**src/rtl/pipeline_hazard_ctrl.sv**
```systemverilog
// ---------------------------------------------------------------------------
// pipeline_hazard_ctrl
//
// Hazard controller for a classic five-stage in-order pipeline. It watches the
// decode and execute stages plus the data-memory handshake and produces the
// per-stage enables, flushes and the PC redirect select. The controller is a
// small FSM (RUN / LDUSE / FLUSH / MWAIT) with a 4-bit bubble/flush counter.
// Outputs are combinational from state and current inputs, so a hazard
// stalls the pipeline in the same cycle it is detected.
//
// Ports
//   clk          : clock, all state changes on the rising edge
//   reset        : asynchronous, active-low reset
//   idValid      : decode stage holds a valid instruction
//   idSrc1/2     : decode-stage source register indices
//   idUsesSrc2   : decode-stage instruction reads idSrc2
//   exInstType   : execute-stage instruction type code
//   exRd         : execute-stage destination register
//   exRegWrEn    : execute-stage instruction writes exRd
//   exBrTaken    : execute-stage branch resolved taken
//   memReq       : data-memory request outstanding
//   memReady     : data-memory request completes this cycle
//   pcEn         : PC register enable
//   pcRedirect   : select the branch/jump target as next PC
//   ifIdEn       : IF/ID register enable
//   ifIdFlush    : IF/ID register flush (insert bubble)
//   idExEn       : ID/EX register enable
//   idExFlush    : ID/EX register flush (insert bubble)
//   exMemEn      : EX/MEM register enable
//   ctrlState    : current FSM state (RUN=0, LDUSE=1, FLUSH=2, MWAIT=3)
//   stallCycles  : saturating count of cycles with pcEn=0
// ---------------------------------------------------------------------------
module pipeline_hazard_ctrl #(
  parameter logic [3:0] OP1_LW       = 4'h9,
  parameter logic [3:0] OP1_BR       = 4'h2,
  parameter logic [3:0] OP1_JAL      = 4'hB,
  parameter int         LOAD_BUBBLES = 1,
  parameter int         FLUSH_CYCLES = 2
) (
  input  logic        clk,
  input  logic        reset,
  input  logic        idValid,
  input  logic [3:0]  idSrc1,
  input  logic [3:0]  idSrc2,
  input  logic        idUsesSrc2,
  input  logic [3:0]  exInstType,
  input  logic [3:0]  exRd,
  input  logic        exRegWrEn,
  input  logic        exBrTaken,
  input  logic        memReq,
  input  logic        memReady,
  output logic        pcEn,
  output logic        pcRedirect,
  output logic        ifIdEn,
  output logic        ifIdFlush,
  output logic        idExEn,
  output logic        idExFlush,
  output logic        exMemEn,
  output logic [1:0]  ctrlState,
  output logic [15:0] stallCycles
);

  typedef enum logic [1:0] {
    RUN   = 2'd0,
    LDUSE = 2'd1,
    FLUSH = 2'd2,
    MWAIT = 2'd3
  } ctrlStateT;

  // The first bubble/flush cycle is issued from RUN, so the counter only
  // covers the remaining cycles.
  localparam logic [3:0] LOAD_CNT  = 4'(LOAD_BUBBLES - 1);
  localparam logic [3:0] FLUSH_CNT = 4'(FLUSH_CYCLES - 1);

  ctrlStateT   stateQ, stateD;
  logic [3:0]  cntQ, cntD;
  logic [15:0] stallQ;

  logic memHold;
  logic redirect;
  logic loadUse;

  assign memHold  = memReq & ~memReady;
  assign redirect = (exInstType == OP1_JAL) | ((exInstType == OP1_BR) & exBrTaken);
  assign loadUse  = (exInstType == OP1_LW) & exRegWrEn & (exRd != 4'd0) & idValid &
                    ((exRd == idSrc1) | (idUsesSrc2 & (exRd == idSrc2)));

  // NOTE: every output and next-state variable gets a default first, so no
  // path through the case leaves one unassigned and no latch is inferred.
  always_comb begin
    pcEn       = 1'b1;
    pcRedirect = 1'b0;
    ifIdEn     = 1'b1;
    ifIdFlush  = 1'b0;
    idExEn     = 1'b1;
    idExFlush  = 1'b0;
    exMemEn    = 1'b1;
    stateD     = stateQ;
    cntD       = cntQ;

    if (memHold) begin
      // A stalled memory access freezes everything; LDUSE/FLUSH keep their
      // count so the sequence resumes where it left off.
      pcEn    = 1'b0;
      ifIdEn  = 1'b0;
      idExEn  = 1'b0;
      exMemEn = 1'b0;
      if (stateQ == RUN) stateD = MWAIT;
    end else begin
      unique case (stateQ)
        // MWAIT releasing behaves exactly like RUN, so a hazard that was
        // waiting behind the memory stall is serviced in the release cycle.
        RUN, MWAIT: begin
          stateD = RUN;
          if (redirect) begin
            pcRedirect = 1'b1;
            ifIdFlush  = 1'b1;
            idExFlush  = 1'b1;
            if (FLUSH_CYCLES > 1) begin
              stateD = FLUSH;
              cntD   = FLUSH_CNT;
            end
          end else if (loadUse) begin
            pcEn      = 1'b0;
            ifIdEn    = 1'b0;
            idExFlush = 1'b1;
            if (LOAD_BUBBLES > 1) begin
              stateD = LDUSE;
              cntD   = LOAD_CNT;
            end
          end
        end
        LDUSE: begin
          pcEn      = 1'b0;
          ifIdEn    = 1'b0;
          idExFlush = 1'b1;
          cntD      = cntQ - 4'd1;
          if (cntQ <= 4'd1) begin
            stateD = RUN;
            cntD   = 4'd0;
          end
        end
        FLUSH: begin
          ifIdFlush = 1'b1;
          idExFlush = 1'b1;
          cntD      = cntQ - 4'd1;
          if (cntQ <= 4'd1) begin
            stateD = RUN;
            cntD   = 4'd0;
          end
        end
        default: begin
          stateD = RUN;
          cntD   = 4'd0;
        end
      endcase
    end
  end

  // NOTE: state is updated with non-blocking assignments so every register
  // samples the pre-edge values; the reset branch is asynchronous, which lets
  // a reset abandon any sequence without waiting for a clock edge.
  always_ff @(posedge clk or negedge reset) begin
    if (!reset) begin
      stateQ <= RUN;
      cntQ   <= 4'd0;
    end else begin
      stateQ <= stateD;
      cntQ   <= cntD;
    end
  end

  // Stall counter saturates so a long run never wraps back to a small value.
  always_ff @(posedge clk or negedge reset) begin
    if (!reset) begin
      stallQ <= 16'd0;
    end else if (!pcEn && (stallQ != 16'hFFFF)) begin
      stallQ <= stallQ + 16'd1;
    end
  end

  assign ctrlState   = stateQ;
  assign stallCycles = stallQ;

endmodule
```
**config.mk**
```make
export PLATFORM = sky130hd
export DESIGN_NAME = pipeline_hazard_ctrl
export DESIGN_NICKNAME = d
export VERILOG_FILES = /design/src/rtl/pipeline_hazard_ctrl.sv
export SDC_FILE = /design/constraint.sdc
export NUM_CORES = 1
export LEC_CHECK = 0
export CAP_MARGIN = 10
export CORE_MARGIN = 2
export CORE_UTILIZATION = 48
export CTS_CLUSTER_DIAMETER = 120
export DETAILED_ROUTE_END_ITERATION = 6
export PLACE_DENSITY = 0.95
export SLEW_MARGIN = 10
export SYNTH_ARGS = -nofsm -noshare
export SYNTH_HDL_FRONTEND = slang
export SYNTH_SLANG_ARGS = --single-unit
export TNS_END_PERCENT = 5
```
**constraint.sdc**
```tcl
create_clock -name clk -period 2.8 [get_ports clk]
set_input_delay 0.28 -clock clk [delete_from_list [all_inputs] [get_ports clk]]
set_output_delay 0.28 -clock clk [all_outputs]
set_load 0.05 [all_outputs]
```
Word-level counts from Yosys, hierarchy flattened

Cells that the tools add are included.

Bits in registers: 22
Bits of input ports: 24
Output and inout bits: 25
Logic and storage cells: 59

Add/subtract/negate cells: 2
$lt $le $gt $ge: 1
Equality and inequality tests: 12
Multiplexer cells: 22
Bitwise gates (word level): 11
Reduce and logical (&&, ||, !) cells: 8

Operators with widths:

| kind                                                            | number |
|---|---|
| adder 16 x 1 -> 16 bit (second input constant)                  | 1 |
| inequality test 16 bit (second input constant)                  | 1 |
| two-way mux 1 bit                                               | 11 |
| equality test 4 bit                                             | 2 |
| equality test 4 bit (second input constant)                     | 2 |
| two-way mux 2 bit                                               | 4 |
| two-way mux 4 bit                                               | 2 |
| case mux 4 bit (2 select lines)                                 | 1 |
| AND 1 bit                                                       | 7 |
| case mux 1 bit (2 select lines)                                 | 3 |
| equality test 2 bit (second input constant)                     | 2 |
| equality test 4 x 2 -> 1 bit (second input constant)            | 1 |
| less-or-equal comparator 4 x 1 -> 1 bit (second input constant) | 1 |
| case mux 2 bit (2 select lines)                                 | 1 |
| AND reduction 2 bit                                             | 2 |
| nonzero test 4 bit                                              | 1 |
| OR reduction 2 bit                                              | 2 |
| subtractor 4 x 1 -> 4 bit (second input constant)               | 1 |
| inequality test 3 x 1 -> 1 bit (second input constant)          | 1 |
| equality test 2 x 1 -> 1 bit (second input constant)            | 1 |
| logical NOT 2 bit                                               | 1 |
| inequality test 2 x 1 -> 1 bit (second input constant)          | 1 |
| inequality test 2 bit (second input constant)                   | 1 |
| NOT 1 bit                                                       | 2 |
| other kinds (3)                                                 | 4 |

Depth between registers and ports, before layout

Depth in word-level cells: 11
Gate-level depth with buffers: 9
Mapped depth without buffers: 8

Worst setup path before layout

No wires, ideal clock.

Kind: reg-to-output
Start: register stateQ[0], in the netlist ctrlState[0]
End: output ifIdFlush
Data arrival time: 2.383 ns
Required time: 2.520 ns
Path slack: 0.137 ns
Cell stages (with the launch flop): 6
Path through: dfrtp_1 inv_1 ha_1 nor2_1 nor2_1 nor3_1

Word-level cells in the longest chain between the ends: 4
Elaborated cells between the ends (all ways): 6

RTL lines:

| element                                                         | RTL line | RTL |
|---|---|---|
| start, declared                                                 | 75       | `ctrlStateT stateQ, stateD;` |
| start signal, assigned                                          | 168      | `stateQ <= stateD;` |
| equality test 2 bit / logical NOT 2 bit (equally long branches) | 110      | `unique case (stateQ)` |
| OR reduction 2 bit                                              | 110      |  |
| case mux 1 bit (2 select lines) *                               | 110      |  |
| two-way mux 1 bit *                                             | 101      | `if (memHold) begin` |
| end, declared                                                   | 55       | `output logic ifIdFlush,` |

Every way passes the cells marked *; elsewhere a longest branch is shown, timed or not.

Final worst setup path

Start: register stateQ[0], in the netlist ctrlState[0]
End: output ifIdEn

Word-level cells in the longest chain between the ends: 4
Elaborated cells between the ends (all ways): 6

RTL lines:

| element                                                         | RTL line | RTL |
|---|---|---|
| equality test 2 bit / logical NOT 2 bit (equally long branches) | 110      |  |
| OR reduction 2 bit                                              | 110      |  |
| case mux 1 bit (2 select lines) *                               | 110      |  |
| two-way mux 1 bit *                                             | 101      |  |
| end, declared                                                   | 54       | `output logic ifIdEn,` |

Marked as above.

==> key figures <==
Outcome
  • Status: finished, final reports clean

Drt
  • WL final: 3.49 mm
  • DRT antenna net count: 0
  • Drt drc: 0
  • DR pass1 iterations: 4
  • Drt first-iter violations: 33
  • Via Count: ~1200
  • Vias/cell: about 5.5
  • WL per Instance: 15.4 um

Synthesis
  • Yosys warnings: 0
  • EDFF count, synth: 0
  • Top cells by area, synth: dfrtp_1 39%, xor2_1 9.9%, ha_1 5.3%
  • Top-count cell post-synth: dfrtp_1
  • Mapped cell area: 1410 um2
  • Synth cell count leaders: 22 x dfrtp_1, 16 x xor2_1, 15 x nand2_1
  • Sequential-to-total area share from yosys stat: 39.0%
  • Main synth FF type: dfrtp_1
  • Synth area leader: dfrtp_1
  • Synth top area share: 39.0%
  • Synthesis-stage register bit count: 22
  • Syn Nets: 177
  • Distinct cells, synth: 32
  • Ys async rst share: between 90% and 100%
  • Average size of a mapped cell: around 9.6 um2
  • Synthesized instance count: ~150

Power
  • Pleak: ~0.8 nW
  • Power per cell area: roughly 1000 nW/um2
  • Design Power: 2.00 mW
  • Peak VDD IR: 0.000962 V

Timing
  • Setup TNS: 0 ns
  • Fin crit share: 88.7%
  • Slew @ Worst Pin: between 0.9 and 1 ns
  • Clk_skew: between 0.0015 and 0.002 ns
  • Max_slew headroom: between 30% and 40%
  • Final setup fails: 0
  • RSZ-0062 raised after global routing: no
  • Slew Limit Fails: 0
  • Hold Violations, Final: 0
  • Max frequency: 402 MHz
  • Min Tclk post-route: approximately 2.5 ns

Clock network
  • Clock sink count: 22
  • Clock tree buffer depth: 2
  • Post-CTS Setup Bufs: 0
  • Clock Latency Late Sink: between 0.3 and 0.4 ns
  • Clock root cell: clkbuf_4
  • CTS tree: built
  • Cts bufs inserted: 3
  • Clk slew on worst S/H paths: between 0.1 and 0.15 ns
  • Hold Buf Count CTS: 0
  • H-Tree Depth: 1
  • PostCTS Resize Cnt: 0

Place
  • IO Port Bufs: 48
  • DPL Wire Length: approximately 2.8 mm
  • Placer Congestion: approximately 0.8

Floorplan
  • Initial Util: about 50%
  • Rows: 19
  • Die width: a little under 60 um
  • Die Ht: between 50 and 60 um
  • Ports: 49
  • Full die area: 3390 um2
  • Core area: about 2800 um2

Run
  • Max Cap Viol: 0

Global routing
  • First-pass GRT wire length: about 5.7 mm
  • Vias in the first global route: approximately 1300
  • Antenna violations before repair: 0
  • Largest net degree at the start of global routing: 23
  • GRT overflow: 0
  • GRT Util Overall: between 20% and 30%

Critical path
  • Setup crit end kind: output pin
  • Kind of critical path: reg2out
  • Crit path max fanout: 17
  • Critical Path RT: between 2 and 3 ns
  • Arrival @ worst endpoint: 2.20 ns
  • Startpoint Class: flip-flop

Finish
  • Area grow syn2layout: 42.1%
  • Layout Nets: 226
  • Share of layout cells above drive strength 1: about an eighth
  • Antenna Cells: 0
  • Layout Utilization: approximately 72%

Worst hold path
  • Hold WC Path Type: in2async
==> placed cells by master (no fill, tap or decap), drive strengths merged <==
cell type,synthesis,routed
o41ai,1,1
nand2,15,15
o21bai,1,1
bufinv,0,1
nand4,3,3
nor2,13,13
nand3,10,10
buf,5,6
mux2,2,2
o21ai,8,8
a211o,1,1
xor2,16,16
o31a,1,1
a21oi,4,4
nor3b,1,1
and3,5,5
a2bb2oi,1,1
inv,7,7
dfrtp,22,22
nor4,4,4
xnor2,6,6
ha,6,6
or3b,1,1
nor3,11,11
clkdlybuf4s50,0,43
nor2b,1,1
and4,1,1
clkbuf,0,3
and2,1,1
==> worst max-delay path: stages (launching register included) <==
cell and delay, ns:
dfrtp_1 0.42, inv_1 0.08, ha_1 0.36, inv_1 0.14, nand2_1 0.11, o21bai_4 0.55, buf_12 0.22
==> routing by layer <==
| layer | part of all wire (%) | GRT usage (%) | vias to the layer above |
|---|---|---|---|
| met5 | 0 | 0 | - |
| met4 | 3.0 | 8.97 | 0 |
| met3 | 2.9 | 4.46 | 12 |
| met2 | 55 | 39.9 | 25 |
| met1 | 39 | 25.8 | 604 |
| li1 | - | - | 601 |
==> report_power, final <==
part,leakage (nW),total (mW),switching [mW],internal [mW]
Combinational,0.531,1.20,0.753,0.446
Clock,0.0279,0.252,0.107,0.145
Sequential,0.240,0.545,0.123,0.422
Total,0.798,2.00,0.983,1.01
==> logic make-up after synthesis <==
kind of cell / Yosys count / share of synthesized area (%)
mux: 2 / 1.60
buf+inv: 12 / 4.44
simple gates: 66 / 26.5
fa+ha+maj: 6 / 5.32
xor+xnor: 22 / 13.7
compound gates: 17 / 9.41
flops: 22 / 39.0
==> through the flow <==
stage	instances	setup WS (ns)	instance area (um2)	hold slack, ns
after CTS	226	0.314	2000	0.496
after floorplan	147	0.137	1410	-0.0156
after global routing	226	0.173	2000	0.531
final	226	0.315	2000	0.458
after detailed placement	222	0.316	1950	0.491
after global placement	222	0.349	1950	0.473
==> final timing paths <==
check / startpoint / to / slack, ns / cells after the start
worst max-delay path: ctrlState[0] / ifIdEn / 0.32 / 6
worst min-delay path: reset / stallCycles[9] / 0.46 / 1
worst max register to register: stallCycles[0] / stallCycles[1] / 0.51 / 6
worst min register to register: stallCycles[10] / stallCycles[10] / 0.50 / 1
max in group asynchronous: reset / cntQ[1] / 1.78 / 1
min in group clk: stallCycles[10] / stallCycles[10] / 0.50 / 1
==> registers in the layout, summed over array words and instances (netlist names) <==
| name | cells |
|---|---|
| cntQ | 4 |
| ctrlState | 2 |
| stallCycles | 16 |
==> final cells by class <==
type | count | area (um2)
well taps | 31 | 38.8
clock inverters | 1 | 30.0
fillers | 203 | 778
inverters | 7 | 26.3
repair buffers | 49 | 538
flip-flops and latches | 22 | 551
clock buffers | 3 | 22.5
multi-input cells | 113 | 797
No activity file was read; power rests on OpenSTA's default activity.
